===== src/rtl/inst_mem_loader_if.sv =====
// Byte-stream input and instruction-RAM write port of the instruction memory loader.
interface inst_mem_loader_if;
    logic        in_valid;
    logic        in_ready;
    logic [7:0]  in_data;
    logic        wr_en;
    logic [31:0] wr_addr;
    logic [31:0] wr_data;

    // master: the loader itself; slave: byte source plus RAM write port
    modport master (
        input  in_valid, in_data,
        output in_ready, wr_en, wr_addr, wr_data
    );

    modport slave (
        output in_valid, in_data,
        input  in_ready, wr_en, wr_addr, wr_data
    );
endinterface


===== src/rtl/inst_mem_loader.sv =====
// Loads a length-prefixed little-endian byte image into the instruction RAM and holds the core
// in reset until it is complete. Define LOADER_CHECKSUM_EN to require a trailing XOR byte.
module inst_mem_loader #(
    parameter int unsigned DEPTH = 128
) (
    input  logic                clk,
    input  logic                reset,
    input  logic                start,
    inst_mem_loader_if.master   bus,
    output logic                busy,
    output logic                done,
    output logic                error,
    output logic                cpu_hold
);
    localparam int unsigned AW = $clog2(DEPTH) + 1;

    typedef enum logic [2:0] {
        StIdle, StHdr, StData, StWrite, StChk, StDone, StErr
    } state_e;

    state_e        state_q, state_d;
    logic [AW-1:0] word_q, word_d;
    logic [AW-1:0] n_q, n_d;
    logic [1:0]    byte_q, byte_d;
    logic [31:0]   data_q, data_d;
    logic [7:0]    csum_q, csum_d;
    logic          in_ready;
    logic          wr_en;
    logic          accept;
    int unsigned   hdr_n;

    assign accept = bus.in_valid && in_ready;
    // A zero header means a full-depth image
    assign hdr_n  = (bus.in_data == 8'd0) ? DEPTH : 32'(bus.in_data);

    always_ff @(posedge clk or posedge reset) begin
        if (reset) begin
            state_q <= StIdle;
            word_q  <= '0;
            n_q     <= '0;
            byte_q  <= '0;
            data_q  <= '0;
            csum_q  <= '0;
        end else begin
            state_q <= state_d;
            word_q  <= word_d;
            n_q     <= n_d;
            byte_q  <= byte_d;
            data_q  <= data_d;
            csum_q  <= csum_d;
        end
    end

    always_comb begin
        state_d  = state_q;
        word_d   = word_q;
        n_d      = n_q;
        byte_d   = byte_q;
        data_d   = data_q;
        csum_d   = csum_q;
        in_ready = 1'b0;
        wr_en    = 1'b0;
        case (state_q)
            StIdle, StDone, StErr: begin
                if (start) state_d = StHdr;
            end
            StHdr: begin
                in_ready = 1'b1;
                if (accept) begin
                    if (hdr_n > DEPTH) begin
                        state_d = StErr;
                    end else begin
                        n_d     = AW'(hdr_n);
                        word_d  = '0;
                        byte_d  = '0;
                        csum_d  = '0;
                        state_d = StData;
                    end
                end
            end
            StData: begin
                in_ready = 1'b1;
                if (accept) begin
                    data_d[8*byte_q +: 8] = bus.in_data;
                    csum_d                = csum_q ^ bus.in_data;
                    byte_d                = byte_q + 2'd1;
                    if (byte_q == 2'd3) state_d = StWrite;
                end
            end
            StWrite: begin
                wr_en  = 1'b1;
                word_d = word_q + AW'(1);
                if (word_d == n_q) begin
`ifdef LOADER_CHECKSUM_EN
                    state_d = StChk;
`else
                    state_d = StDone;
`endif
                end else begin
                    state_d = StData;
                end
            end
`ifdef LOADER_CHECKSUM_EN
            StChk: begin
                in_ready = 1'b1;
                if (accept) state_d = (bus.in_data == csum_q) ? StDone : StErr;
            end
`endif
            default: state_d = StIdle;
        endcase
    end

    assign bus.in_ready = in_ready;
    assign bus.wr_en    = wr_en;
    assign bus.wr_addr  = 32'(word_q);
    assign bus.wr_data  = data_q;
    assign busy     = (state_q == StHdr) || (state_q == StData) ||
                      (state_q == StWrite) || (state_q == StChk);
    assign done     = (state_q == StDone);
    assign error    = (state_q == StErr);
    assign cpu_hold = (state_q != StDone);
endmodule


===== src/flat_wrapper.sv =====
// flat-port wrapper written by rule: the top's interface ports become plain ports
module inst_mem_loader_flat 
#(
    parameter int unsigned DEPTH = 128
)
  (clk, reset, start, busy, done, error, cpu_hold, bus_in_valid, bus_in_data, bus_in_ready, bus_wr_en, bus_wr_addr, bus_wr_data);
  inst_mem_loader_if bus_i ();
  input  logic clk;
  input  logic reset;
  input  logic start;
  output logic busy;
  output logic done;
  output logic error;
  output logic cpu_hold;
  input wire logic [$bits(bus_i.in_valid)-1:0] bus_in_valid;
  input wire logic [$bits(bus_i.in_data)-1:0] bus_in_data;
  output wire logic [$bits(bus_i.in_ready)-1:0] bus_in_ready;
  output wire logic [$bits(bus_i.wr_en)-1:0] bus_wr_en;
  output wire logic [$bits(bus_i.wr_addr)-1:0] bus_wr_addr;
  output wire logic [$bits(bus_i.wr_data)-1:0] bus_wr_data;
  assign bus_i.in_valid = bus_in_valid;
  assign bus_i.in_data = bus_in_data;
  assign bus_in_ready = bus_i.in_ready;
  assign bus_wr_en = bus_i.wr_en;
  assign bus_wr_addr = bus_i.wr_addr;
  assign bus_wr_data = bus_i.wr_data;
  inst_mem_loader #(.DEPTH(DEPTH)) u_core (.clk(clk), .reset(reset), .start(start), .bus(bus_i), .busy(busy), .done(done), .error(error), .cpu_hold(cpu_hold));
endmodule

===== config.mk =====
export PLATFORM = sky130hd
export DESIGN_NAME = inst_mem_loader_flat
export DESIGN_NICKNAME = d
export VERILOG_FILES = /design/src/rtl/inst_mem_loader_if.sv /design/src/rtl/inst_mem_loader.sv /design/src/flat_wrapper.sv
export SDC_FILE = /design/constraint.sdc
export NUM_CORES = 1
export LEC_CHECK = 0
export ABC_AREA = 1
export CAP_MARGIN = 20
export CORE_MARGIN = 2
export CORE_UTILIZATION = 49
export DETAILED_ROUTE_END_ITERATION = 10
export GPL_TIMING_DRIVEN = 1
export HOLD_SLACK_MARGIN = 0.03
export PLACE_DENSITY = 0.81
export SYNTH_ARGS = -nofsm -noshare
export SYNTH_HDL_FRONTEND = slang
export SYNTH_SLANG_ARGS = --single-unit
export TNS_END_PERCENT = 50

===== constraint.sdc =====
create_clock -name clk -period 2.45 [get_ports clk]
set_input_delay 0.245 -clock clk [delete_from_list [all_inputs] [get_ports clk]]
set_output_delay 0.245 -clock clk [all_outputs]
set_load 0.05 [all_outputs]

# --- Word level (Yosys, flattened, before mapping) ---
# Cells that the tools add are included.
word_totals:
  reg_bits: 53
  input_bits: 12
  out_inout_bits: 70
  elab_cells: 59
op_classes:
  addsub: 3
  n_lt_le_gt_ge: 1
  n_eq_ne: 14
  shift: 2
  muxes: 18
  bitwise_logic: 1
  reduce_logical: 15
ops:
  columns: ["operator", "count"]
  rows:
  - ["$neg 5->34", 1]
  - ["$shift 8x34->32 const A", 1]
  - ["$shiftx 8x34->32", 1]
  - ["$bwmux 32", 1]
  - ["$gt 32x8->1 const B", 1]
  - ["$mux 8", 3]
  - ["$mux 3", 6]
  - ["$pmux 8 s2", 1]
  - ["$pmux 3 s4", 1]
  - ["$eq 3x3->1 const B", 3]
  - ["$add 8x1->8 const B", 1]
  - ["$eq 8x8->1", 1]
  - ["$logic_not 8->1", 1]
  - ["$reduce_and 4->1", 2]
  - ["$eq 3x2->1 const B", 2]
  - ["$mux 2", 3]
  - ["$ne 2x1->1 const B", 3]
  - ["$reduce_and 3->1", 2]
  - ["$ne 2x2->1 const B", 2]
  - ["$pmux 2 s2", 1]
  - ["$reduce_bool 2->1", 2]
  - ["$eq 3x1->1 const B", 1]
  - ["$logic_not 3->1", 1]
  - ["$logic_or 1x1->1", 3]
  - ["9 further kinds", 10]

# --- Depth between registers and ports, before layout ---
depth:
  depth_word: 6
  depth_mapped: 14
  depth_no_buf: 14

# --- Worst setup path before layout ---
# OpenSTA, ideal clock, no wires.
synth_timing:
  path_type: "flip-flop to flip-flop"
  from: "register u_core.word_q[0]"
  to: "register u_core.state_q[0]"
  setup_time_ns: 0.066
  t_arrival_ns: 1.891
  path_slack_ns: 0.493
  stages_incl_launch_ff: 12
  path_buffers: 0
  period_less_slack_ns: 1.957
  cell_sequence: "dfrtp_1 ha_1 nand3_1 o21ai_0 nand2_1 nand2_1 nand3_1 nor2_1 nand3_1 nand2_1 nand2_1 nand2_1"
synth_via:
  elab_chain_len: 4
synth_rtl:
  columns: ["item", "line_no", "source"]
  rows:
  - ["start: declaration", "inst_mem_loader.sv:22", "logic [AW-1:0] word_q, word_d;"]
  - ["start signal: assignment", "inst_mem_loader.sv:46", "word_q <= word_d;"]
  - ["$add 8x1->8", "inst_mem_loader.sv:92", "word_d = word_q + AW'(1);"]
  - ["$eq 8x8->1", "inst_mem_loader.sv:93", "if (word_d == n_q) begin"]
  - ["$mux 3", "inst_mem_loader.sv:93", null]
  - ["$pmux 3 s4", "inst_mem_loader.sv:63", "case (state_q)"]
  - ["end signal: assignment", "inst_mem_loader.sv:38", "state_q <= StIdle;"]
  - ["end signal: assignment", "inst_mem_loader.sv:45", "state_q <= state_d;"]
  - ["end: declaration", "inst_mem_loader.sv:21", "state_e state_q, state_d;"]
# Every way passes these cells.
# A chain may end at the register's enable or synchronous reset.

# --- Worst setup path in the final report ---
layout_timing:
  from: "register u_core.state_q[2]"
  to: "output port bus_in_ready"
layout_via:
  elab_chain_len: 3
  word_cells_on_any_way: 4
  classes_between: "2 x eq/ne; 1 x mux; 1 x reduce/logical"
layout_rtl:
  columns: ["item", "line_no", "source"]
  rows:
  - ["$eq 3x2->1 or $eq 3x1->1 (tied branches)", "inst_mem_loader.sv:63", null]
  - ["$reduce_or 2->1 (no line) (*)", null, null]
  - ["$mux 1 (*)", "inst_mem_loader.sv:63", null]
  - ["end: declaration", "flat_wrapper.sv:17", "output wire logic [$bits(bus_i.in_ready)-1:0] bus_in_ready;"]
# Mark *: on every way between the ends. The rest lies on a longest branch, timed or not.

==> out/metrics.cfg <==
[run_status]
status=complete, no violations

[global_route]
grt_pass1_wl_um=11150
grt_use_total=0.2106
antenna_found_initial=0
first_global_vias=2492
grt_max_degree=39
grt_overflow=0

[floorplanning]
num_rows=28
die_x_um=82.63
initial_core_util=0.5086
die_h_um=82.63
die-area_mm2=0.006827
coreArea_mm2=0.005956
num_io_pins=82

[clocking]
ctsHoldBuffers=0
ctsResizeCount=0
cts_sinks=53
clk_path_buf_depth=2
numCtsBuffers=5
h-tree-depth=2
cts_tree=yes
cts-root-buf=clkbuf_8
path_clk_slew_ns=0.10
clk_latency_ns=0.31
post_cts_buffers=0

[critical_path]
required_ns=2.20
path_class=reg2out
crit_fanout=8
worstReg2RegEnd=u_core.bus.wr_data[19]
r2r_start=u_core.byte_q[1]
reg2regPathDepth=6
rrSetupSlack_ns=0.60
cp.arrival_ns=2.05
end_kind=output pin
cp-start-kind=register

[place]
numPortBuffers=57
place_congestion=0.8869
hpwl_um=5081
placed_area_mm2=0.003586

[sta]
fin_setup_tns_ns=0
setup_violations=0
hold_viol=0
rsz0062_at_grt=no
whs_ns=0.2924
fmax_mhz=436.4
drv_slew=0
finalCritPeriodShare=0.9354
max_slew_margin=0.4952
fin_crit_ns=2.292
worst_pin_slew_ns=0.7514
clock_skew_ns=0.007437

[synth]
yosysMostFrequentCell=nand2_1
yosys-top-cells-area=dfrtp_1 44%, nand2_1 14%, o21ai_0 7.1%, nand3_1 6.9%, buf_4 5.9%
synth_seq_cells=53
synthDistinctLibCells=28
netlist_area_mm2=0.003029
synth_edf_count=0
yosys_warnings=0
synth_common_cells=113 x nand2_1, 53 x dfrtp_1, 47 x inv_1
async_flop_share=1.000
synth_seq_area_share=0.4378
synthCells=398
syn-mean-instance-area_um2=7.611
yosys.area.top_type=dfrtp_1
synth_top_area_share=0.4378
ys.flop_type=dfrtp_1

[routing]
first_pass_iters=4
drt_iter0_markers=123
postRouteWirelength_um=6726
viasPerCell=4.953
via_count=2635
wire_per_inst_um=12.64
ant_nets=0
route.detailed.drc=0

[job]
maxCapViolCount=0

[pwr]
power.switching_w=0.002466
pwr-share-clk=0.126
pwr-share-seq=0.296
power.internal_w=0.002258
peakVddDrop_mv=0.7249
power_density_mw_per_mm2=1279
swShare=0.5221
leakagePower_nw=1.923
pwr-share-comb=0.577

[min_path]
hold_path.class=in2async

[cells_and_area]
syn2layout_area_growth_pct=21.93
drive_above_1_share=0.06783
nets=476
fin_area_mm2=0.003694
antenna_cells=0

## power groups by stage
stage | clock network [W] | logic, W | registers, W
4_1_cts | 0.000611 | 0.00274 | 0.00140
3_5_place_dp | 0 | 0.00273 | 0.00141
6_report | 0.000598 | 0.00273 | 0.00140
3_3_place_gp | 0 | 0.00268 | 0.00140
5_1_grt | 0.000639 | 0.00299 | 0.00144
2_1_floorplan | 0 | 0.00134 | 0.00201
## how the worst max path moves through the flow
stage               depth (start not counted)  slack (ns)         startpoint           endpoint
floorplan                                  11        0.49   u_core.word_q[0]  u_core.state_q[0]
global placement                            7        0.45     bus_in_data[5]      u_core.n_q[2]
detailed placement                          7        0.40     bus_in_data[5]      u_core.n_q[2]
CTS                                         5        0.17  u_core.state_q[0]       bus_in_ready
global route                                4        0.07  u_core.state_q[2]       bus_in_ready
finish                                      4        0.16  u_core.state_q[2]       bus_in_ready
## state kept, by name (all words and copies together) (netlist names)
name and count:
u_core.byte_q 2, u_core.bus.wr_data 32, u_core.n_q 8, u_core.word_q 8, u_core.state_q 3
## area by class of cell
type                            count  area, µm²
Tap cell                           75      93.84
Inverter                           51      191.4
Timing Repair Buffer               61      613.1
Sequential cell                    53       1326
Clock buffer                        5      68.82
Clock inverter                      2      38.79
Multi-Input combinational cell    285       1361
Fill cell                         542       2262
## layer usage
layer  GRT usage  vias to the layer above  routed length (µm)
met4     0.07377                        0                 166
li1            -                     1332                   -
met2      0.3444                       90                3274
met1      0.2832                     1195                2950
met3     0.03587                       18                 334
met5           0                        -                   0
## cells by family after synthesis
family | after synthesis | synth area share
DFF | 53 | 0.4378
other | 1 | 0.001238
AOI/OAI and AO/OA | 55 | 0.1012
adders and majority gates | 7 | 0.02891
buffers and inverters | 83 | 0.1413
and+or+nand+nor | 199 | 0.2896
## stage by stage
stage / std cells / worst slack, ns / utilization / power [W]
6_report: 532 / 0.1583 / 0.6202 / 0.004724
5_1_grt: 532 / 0.07102 / 0.6202 / 0.005066
4_1_cts: 532 / 0.1653 / 0.6202 / 0.004746
3_5_place_dp: 525 / 0.3997 / 0.6021 / 0.004136
3_3_place_gp: 525 / 0.4475 / 0.6021 / 0.004080
2_1_floorplan: 421 / 0.4932 / - / 0.003353
## critical path, stage by stage (launching register included)
cell and delay [ns]:
dfrtp_1 0.49, a21oi_1 0.24, nand2_1 0.14, inv_1 0.09, clkdlybuf4s50_1 0.80
## placed cells by master, fill, tap and decap left out, types with 4 or more instances in the layout
| cell type | instances |
|---|---|
| nand2_1 | 113 |
| clkdlybuf4s50_1 | 57 |
| dfrtp_1 | 53 |
| inv_1 | 46 |
| o21ai_0 | 43 |
| nand3_1 | 42 |
| nor2_1 | 26 |
| conb_1 | 24 |
| ha_1 | 7 |
| o21ai_2 | 6 |
| inv_2 | 5 |
| nor2_4 | 5 |
| clkbuf_8 | 5 |
| nand3b_1 | 4 |
(Power assumes the default switching activity.)
